**config.mk**
```make
export PLATFORM = sky130hd
export DESIGN_NAME = mmio_responder
export DESIGN_NICKNAME = d
export VERILOG_FILES = /design/src/rtl/mmio_responder.sv
export SDC_FILE = /design/constraint.sdc
export NUM_CORES = 1
export LEC_CHECK = 0
export BUFFER_PORTS_ARGS = -buffer_cell sky130_fd_sc_hd__buf_4
export CAP_MARGIN = 30
export CORE_AREA = 2 2 144 132
export CTS_BUF_LIST = sky130_fd_sc_hd__clkbuf_4 sky130_fd_sc_hd__clkbuf_8 sky130_fd_sc_hd__clkbuf_16
export DETAILED_ROUTE_END_ITERATION = 8
export DIE_AREA = 0 0 146 134
export GPL_ROUTABILITY_DRIVEN = 1
export PLACE_DENSITY = 0.67
export SETUP_SLACK_MARGIN = 0.1
export SLEW_MARGIN = 0
export SYNTH_ARGS = -nofsm -noshare
export SYNTH_HDL_FRONTEND = slang
export SYNTH_SLANG_ARGS = --single-unit
```
**constraint.sdc**
```tcl
create_clock -name clk -period 4.1 [get_ports clk]
set_input_delay 1.025 -clock clk [delete_from_list [all_inputs] [get_ports clk]]
set_output_delay 1.025 -clock clk [all_outputs]
set_load 0.05 [all_outputs]
```
**src/rtl/mmio_responder.sv**
```systemverilog
// MMIO responder for the I/O window of the EX-stage data port: UART TX FIFO,
// RX holding register and cycle/instruction counters, with 1-cycle read latency.
module mmio_responder #(
  parameter int         TX_DEPTH  = 8,
  parameter logic [3:0] IO_BASE   = 4'h8,
  parameter int         CNT_WIDTH = 32
) (
  input  logic        clk,
  input  logic        rst,
  input  logic [31:0] io_addr,
  input  logic [31:0] io_wdata,
  input  logic [3:0]  io_wea,
  input  logic        io_re,
  input  logic        instr_retire,
  output logic [31:0] io_rdata,
  output logic [7:0]  uart_tx_data,
  output logic        uart_tx_valid,
  input  logic        uart_tx_ready,
  input  logic [7:0]  uart_rx_data,
  input  logic        uart_rx_valid,
  output logic        uart_rx_ready
);
  localparam int        PW       = $clog2(TX_DEPTH);
  localparam logic [PW:0] FULL_CNT = (PW+1)'(TX_DEPTH);

  localparam logic [7:0] OFF_STATUS = 8'h00;
  localparam logic [7:0] OFF_RX     = 8'h04;
  localparam logic [7:0] OFF_TX     = 8'h08;
  localparam logic [7:0] OFF_CYC    = 8'h10;
  localparam logic [7:0] OFF_INS    = 8'h14;
  localparam logic [7:0] OFF_CLR    = 8'h18;

  typedef struct packed {
    logic       rd;
    logic       wr;
    logic [7:0] off;
  } req_t;

  req_t req;
  assign req.rd  = (io_addr[31:28] == IO_BASE) & io_re;
  assign req.wr  = (io_addr[31:28] == IO_BASE) & (|io_wea);
  assign req.off = io_addr[7:0];

  logic unused_bits;
  assign unused_bits = ^{io_addr[27:8], io_wdata[31:8]};

  // TX FIFO
  logic [7:0]    mem [TX_DEPTH];
  logic [PW-1:0] wr_ptr, rd_ptr;
  logic [PW:0]   tx_cnt;
  logic          tx_full, tx_pop, tx_push;

  assign tx_full       = (tx_cnt == FULL_CNT);
  assign uart_tx_valid = (tx_cnt != '0);
  assign uart_tx_data  = mem[rd_ptr];
  assign tx_pop        = uart_tx_valid & uart_tx_ready;
  // A push into a full FIFO still lands if the head leaves on the same edge.
  assign tx_push       = req.wr & (req.off == OFF_TX) & io_wea[0] & (~tx_full | tx_pop);

  always_ff @(posedge clk or posedge rst) begin
    if (rst) begin
      wr_ptr <= '0;
      rd_ptr <= '0;
      tx_cnt <= '0;
    end else begin
      if (tx_push) wr_ptr <= wr_ptr + 1'b1;
      if (tx_pop)  rd_ptr <= rd_ptr + 1'b1;
      case ({tx_push, tx_pop})
        2'b10:   tx_cnt <= tx_cnt + 1'b1;
        2'b01:   tx_cnt <= tx_cnt - 1'b1;
        default: tx_cnt <= tx_cnt;
      endcase
    end
  end

  always_ff @(posedge clk) begin
    if (tx_push) mem[wr_ptr] <= io_wdata[7:0];
  end

  // RX holding register
  logic       rx_full, rx_pop, rx_cap;
  logic [7:0] rx_buf;

  assign uart_rx_ready = ~rx_full;
  assign rx_cap        = uart_rx_valid & uart_rx_ready;
  assign rx_pop        = req.rd & (req.off == OFF_RX) & rx_full;

  always_ff @(posedge clk or posedge rst) begin
    if (rst) begin
      rx_full <= 1'b0;
      rx_buf  <= '0;
    end else if (rx_cap) begin
      rx_full <= 1'b1;
      rx_buf  <= uart_rx_data;
    end else if (rx_pop) begin
      rx_full <= 1'b0;
    end
  end

  // Counters; a clear store wins over the increment on the same edge.
  logic [CNT_WIDTH-1:0] cycle_cnt, instr_cnt;
  logic                 cnt_clr;

  assign cnt_clr = req.wr & (req.off == OFF_CLR);

  always_ff @(posedge clk or posedge rst) begin
    if (rst) begin
      cycle_cnt <= '0;
      instr_cnt <= '0;
    end else if (cnt_clr) begin
      cycle_cnt <= '0;
      instr_cnt <= '0;
    end else begin
      cycle_cnt <= cycle_cnt + 1'b1;
      if (instr_retire) instr_cnt <= instr_cnt + 1'b1;
    end
  end

  // Read path
  logic [31:0] rd_next;

  always_comb begin
    rd_next = '0;
    if (req.rd) begin
      case (req.off)
        OFF_STATUS: rd_next = {30'b0, rx_full, ~tx_full};
        OFF_RX:     rd_next = rx_full ? {24'b0, rx_buf} : 32'b0;
        OFF_CYC:    rd_next = 32'(cycle_cnt);
        OFF_INS:    rd_next = 32'(instr_cnt);
        default:    rd_next = '0;
      endcase
    end
  end

  always_ff @(posedge clk or posedge rst) begin
    if (rst) io_rdata <= '0;
    else     io_rdata <= rd_next;
  end

endmodule

```
After elaboration in Yosys (flattened, before gate mapping)
Memories as Yosys holds them, arrays and structs flattened.
Cells that the tools add are included.
- bits in registers: 115
- latch bits: 0
- memory bits (writable): 64
- memory bits (read-only): 0
- input bits: 82
- output and inout bits: 42
- logic and storage cells: 54
- memories: 1
- $add $sub $neg: 6
- multiply operators: 0
- divide/modulo/power cells: 0
- order comparisons: 0
- equality and inequality tests: 9
- shift operators: 0
- multiplexer cells: 11
- bitwise operators: 13
- reductions and logical operators: 6
- memories (memory ; words ; width ; rd ports ; clocked after Yosys merged registers in ; write ports ; line ; source):
    mem ; 8 ; 8 ; 1 ; 0 ; 1 ; 48 ; logic [7:0] mem [TX_DEPTH];
- operators with widths (cell ; count):
    $mux 32 ; 4
    $pmux 32 s4 ; 1
    $add 32x1->32 const B ; 2
    $eq 8x5->1 const B ; 3
    $and 1x1->1 ; 10
    $eq 4x4->1 const B ; 2
    $eq 8x3->1 const B ; 1
    $eq 8x4->1 const B ; 1
    $logic_not 8->1 ; 1
    $mux 8 ; 1
    $pmux 4 s2 ; 1
    $add 3x1->3 const B ; 2
    $reduce_bool 2->1 ; 3
    $add 4x1->4 const B ; 1
    $mux 1 ; 4
    $reduce_bool 4->1 ; 1
    $reduce_or 4->1 ; 1
    $sub 4x1->4 const B ; 1
    $eq 2x1->1 const B ; 1
    $eq 2x2->1 const B ; 1
    $not 1->1 ; 2
    $or 1x1->1 ; 1

Logic depth before layout (Yosys ltp)
- depth after elaboration: 7
- depth in mapped cells: 12
- mapped depth without buffers: 10

Least setup slack after synthesis
No wires, ideal clock.
- kind: input port to flip-flop
- start: input io_addr[2]
- end: register tx_cnt[3]
- setup time: 0.126 ns
- data arrival time: 3.114 ns
- data required time: 3.974 ns
- setup slack: 0.860 ns
- stages: 11
- path buffers: 2
- path through: buf_2 -> nor4b_1 -> nand4_1 -> buf_2 -> nor2b_1 -> ha_1 -> a21o_1 -> a21oi_1 -> or3_1 -> a21oi_1 -> a311o_1
- cells in the longest elaborated chain, start to end: 6
- elaborated cells on any way between the ends: 8
- classes of those cells: 3 x eq/ne; 1 x mux; 3 x bitwise; 1 x reduce/logical
- RTL lines (element ; line ; source):
    from (decl) ; 10 ; input logic [31:0] io_addr,
    $eq 8x4->1 (*) ; 58 ; assign tx_push = req.wr & (req.off == OFF_TX) & io_wea[0] & (~tx_full | tx_pop);
    $and 1x1->1 (*) (3 in series) ; 58 ;
    $eq 2x1->1 / $eq 2x2->1 (equally long branches) ; 68 ; case ({tx_push, tx_pop})
    $pmux 4 s2 / $reduce_bool 2->1 (equally long branches) ; n/a ;
    to (signal assigned) ; 69 ; 2'b10: tx_cnt <= tx_cnt + 1'b1;
    to (signal assigned) ; 70 ; 2'b01: tx_cnt <= tx_cnt - 1'b1;
    to (signal assigned) ; 71 ; default: tx_cnt <= tx_cnt;
    to (decl) ; 50 ; logic [PW:0] tx_cnt;
Every way passes the cells marked *; elsewhere a longest branch is shown, timed or not.
A chain may end at the register's enable or synchronous reset.

Worst setup path after layout
- start: register rd_ptr[0]
- end: output uart_tx_data[1]
- cells in the longest elaborated chain, start to end: 1
- RTL lines (element ; line ; source):
    from (decl) ; 49 ; logic [PW-1:0] wr_ptr, rd_ptr;
    from (signal assigned) ; 67 ; if (tx_pop) rd_ptr <= rd_ptr + 1'b1;
    $mem_v2 8x8 ; n/a ;
    to (decl) ; 16 ; output logic [7:0] uart_tx_data,
No other way between the ends.

==> impl_results.md <==
- Logic gate share of total power: 0.215
- Max Cap Viol: 0
- # IOs: 124
- CP Data Arrival Time: 2.35 ns
- Post-route DRC: 0
- Critical-path top delay cell: dfrtp_1
- Slew margin rel.: 0.341
- FMAX: 296 MHz
- Switching power: 1.58 mW
- Final nets: 821
- First-pass GRT wire length: 27.9 mm
- Root buf cell: clkbuf_16
- Die area: 19600 um2
- Multi-input logic area: 3020 um2
- Skew-Pair Late Insertion Delay: 0.44 ns
- Fraction of layout cells with a size suffix above 1: 0.238
- H-Tree Depth: 4
- Port Buf Inserts: 79
- Fill cell total of the finished layout: 1584
- Pwr Density: 508 nW/um2
- Placement Cell Area: 8940 um2
- Pre-antenna DRT Iters: 5
- Die H: 134 um
- CP Capture Type: output port
- Synth Instances: 641
- Final design area excluding fillers: 9600 um2
- Clock Pin Slew Worst Setup and Hold Paths: 0.07 ns
- Internal power: 3.29 mW
- Rows: 47
- Core area: 18100 um2
- IR drop worst, VDD: 0.000282 V
- Clock share of power: 0.338
- Drt via density: 5.28
- 1st-iter DRT viols: 404
- Final setup fails: 0
- Final worst path period need: 3.37 ns
- Most used DFF post-synth: dfrtp_1
- Overflow after GRT: 0
- Min-delay worst type: flop to flop
- Final hold viol count: 0
- Synthesized Nets: 730
- Post-synthesis sequential area ratio: 0.601
- Wire per inst: 17.1 um
- Final total power: 4.88 mW
- Status: complete, no violations
- Ys Warns: 0
- Setup TNS: 0 ns
- Sw Share: 0.325
- Area delta synth->final: 20.3%
- Post-layout util: 0.530
- Netlist cell types: 51
- GRT Total Usage: 0.182
- Hpwl dp: 11.7 mm
- Sequential cell area: 4800 um2
- ANT cells: 0
- Slew Limit Fails: 0
- Mapped Area: 7980 um2
- Fraction of registers with async set or reset after synthesis: 0.642
- Critical Path Start Type: flop
- Sequential Power Share: 0.448
- Post-cts sizing count: 0
- CP delay by family, top: multiplexers
- Via count: 5229
- Syn Area/Cell: 12.4 um2
- Hold buffers post-CTS: 0
- Largest net degree at the start of global routing: 62
- DRT Wirelength: 16.9 mm
- Skew final: 0.0108 ns
- Pleak: 4.06 nW
- RSZ-0062 raised after global routing: false
- TritonCTS clock tree: done
- Die Wd: 146 um
- Worst path required time: 3.07 ns
- Vias in the first global route: 5312
- CP cell instances: buf_12 -> mux4_2 -> mux2_2 -> buf_4
- Tcrit/Tclk final: 0.823
- Initial antenna violation count: 0
- WS Path Type: flop to output port
- Worst Tran Pin Value: 0.983 ns
- Clock Sinks: 179
- Post-synth EDFFs: 64
- Synth Register Bits: 179
- CP Max Fanout: 10
- CP max stage delay: 0.71 ns
- Post-CTS Setup Bufs: 0
- Antenna Violating Nets Remaining: 0
- CTS max path bufs: 2
- Cts bufs inserted: 17
- CP Buf/Inv Count: 2
- Initial core utilization: 0.441
- GP Congestion: 0.838
## final timing paths
kind / start / to / slack [ns] / cells past startpoint
setup / recovery: rd_ptr[0]$_DFFE_PP0P_ / uart_tx_data[1] / 0.73 / 4
setup reg to reg: tx_cnt[0]$_DFFE_PP0P_ / tx_cnt[3]$_DFFE_PP0P_ / 1.32 / 9
hold / removal: rx_buf[6]$_DFFE_PP0P_ / rx_buf[6]$_DFFE_PP0P_ / 0.52 / 1
min in group asynchronous: rst / cycle_cnt[8]$_DFF_PP0_ / 0.71 / 2
max in group asynchronous: rst / tx_cnt[0]$_DFFE_PP0P_ / 2.63 / 3
hold reg to reg: rx_buf[6]$_DFFE_PP0P_ / rx_buf[6]$_DFFE_PP0P_ / 0.52 / 1
## registers in the layout (all words and copies together) (netlist names)
name / count
rd_ptr: 3
instr_cnt: 32
rx_buf: 8
cycle_cnt: 32
rx_full: 1
tx_cnt: 4
io_rdata: 32
wr_ptr: 3
mem: 64
## power by group through the flow
| stage | logic, mW | registers [mW] | clock network, mW |
|---|---|---|---|
| floorplan | 0.865 | 2.10 | 0 |
| global placement | 1.02 | 2.21 | 0 |
| detailed placement | 1.05 | 2.22 | 0 |
| CTS | 1.06 | 2.19 | 1.68 |
| global route | 1.13 | 2.21 | 1.77 |
| finish | 1.05 | 2.18 | 1.65 |
## stage by stage
step           std cells  setup slack (ns)  hold slack (ns)
2_1_floorplan        641             0.860            0.472
3_3_place_gp         957             0.631            0.494
3_5_place_dp         957             0.596            0.496
4_1_cts              989             0.672            0.521
5_1_grt              990             0.593            0.532
6_report             990             0.727            0.519
## synthesized netlist by cell type, types with 2 or more instances
library cell	number	area, um2
a21oi_1	16	80.1
and2_1	4	25.0
and3_1	11	68.8
and4_1	4	35.0
buf_1	4	15.0
buf_2	6	30.0
clkbuf_1	15	56.3
dfrtp_1	115	2880
edfxtp_1	64	1920
ha_1	6	75.1
inv_1	8	30.0
mux2_2	17	191
mux2i_1	32	320
mux4_2	16	360
nand2_1	24	90.1
nand2b_1	3	18.8
nand3_1	32	160
nand4_1	30	188
nor2_1	114	428
nor2b_1	6	37.5
nor3_1	12	60.1
nor4_1	4	25.0
nor4b_1	2	17.5
o21ai_0	3	15.0
or3_1	5	31.3
xnor2_1	21	184
xor2_1	43	377
## kinds of logic (layout without fill, tap and decap cells)
logic type / count (synthesis) / count (layout) / synth area share
AND/OR/NAND/NOR: 264 / 264 / 0.168
flip-flops: 179 / 179 / 0.601
multiplexers: 65 / 65 / 0.109
XOR/XNOR: 64 / 64 / 0.0702
buffers and inverters: 36 / 140 / 0.0205
AO/OA/AOI/OAI: 26 / 26 / 0.0187
adder cells (fa/ha/maj): 7 / 7 / 0.0119
## area by class of cell
cell class | count | share of cell area
repair buffers | 100 | 0.0842
clock inverters | 15 | 0.0210
well taps | 245 | 0.0319
clock buffers | 17 | 0.0443
inverters | 8 | 0.00352
multi-input cells | 426 | 0.315
flip-flops and latches | 179 | 0.500
## cells in the final DEF, fill, tap and decap left out, types with 2 or more instances in the layout
master / count
nand4_1: 30
o21ai_0: 3
xnor2_1: 21
xor2_1: 43
and2_1: 4
and3_1: 11
buf_12: 3
or3_1: 5
mux4_2: 16
inv_6: 3
edfxtp_1: 64
dfrtp_1: 115
nand3_1: 32
clkbuf_16: 17
mux2i_1: 32
mux2_2: 17
ha_1: 6
nor3_1: 12
nor2_1: 113
nand2b_1: 3
nand2_1: 24
inv_1: 7
buf_4: 96
a21oi_1: 16
and4_1: 4
nor2b_1: 6
inv_8: 4
clkinv_8: 8
nor4_1: 4
nor4b_1: 2
## per-layer routing
metal / share of wire / vias to the layer above / global-route usage
li1: - / 2466 / -
met5: 0 / - / 0
met1: 0.45 / 2608 / 0.240
met3: 0.036 / 26 / 0.0398
met2: 0.50 / 129 / 0.304
met4: 0.014 / 0 / 0.0577
No activity file was read; power rests on OpenSTA's default activity.
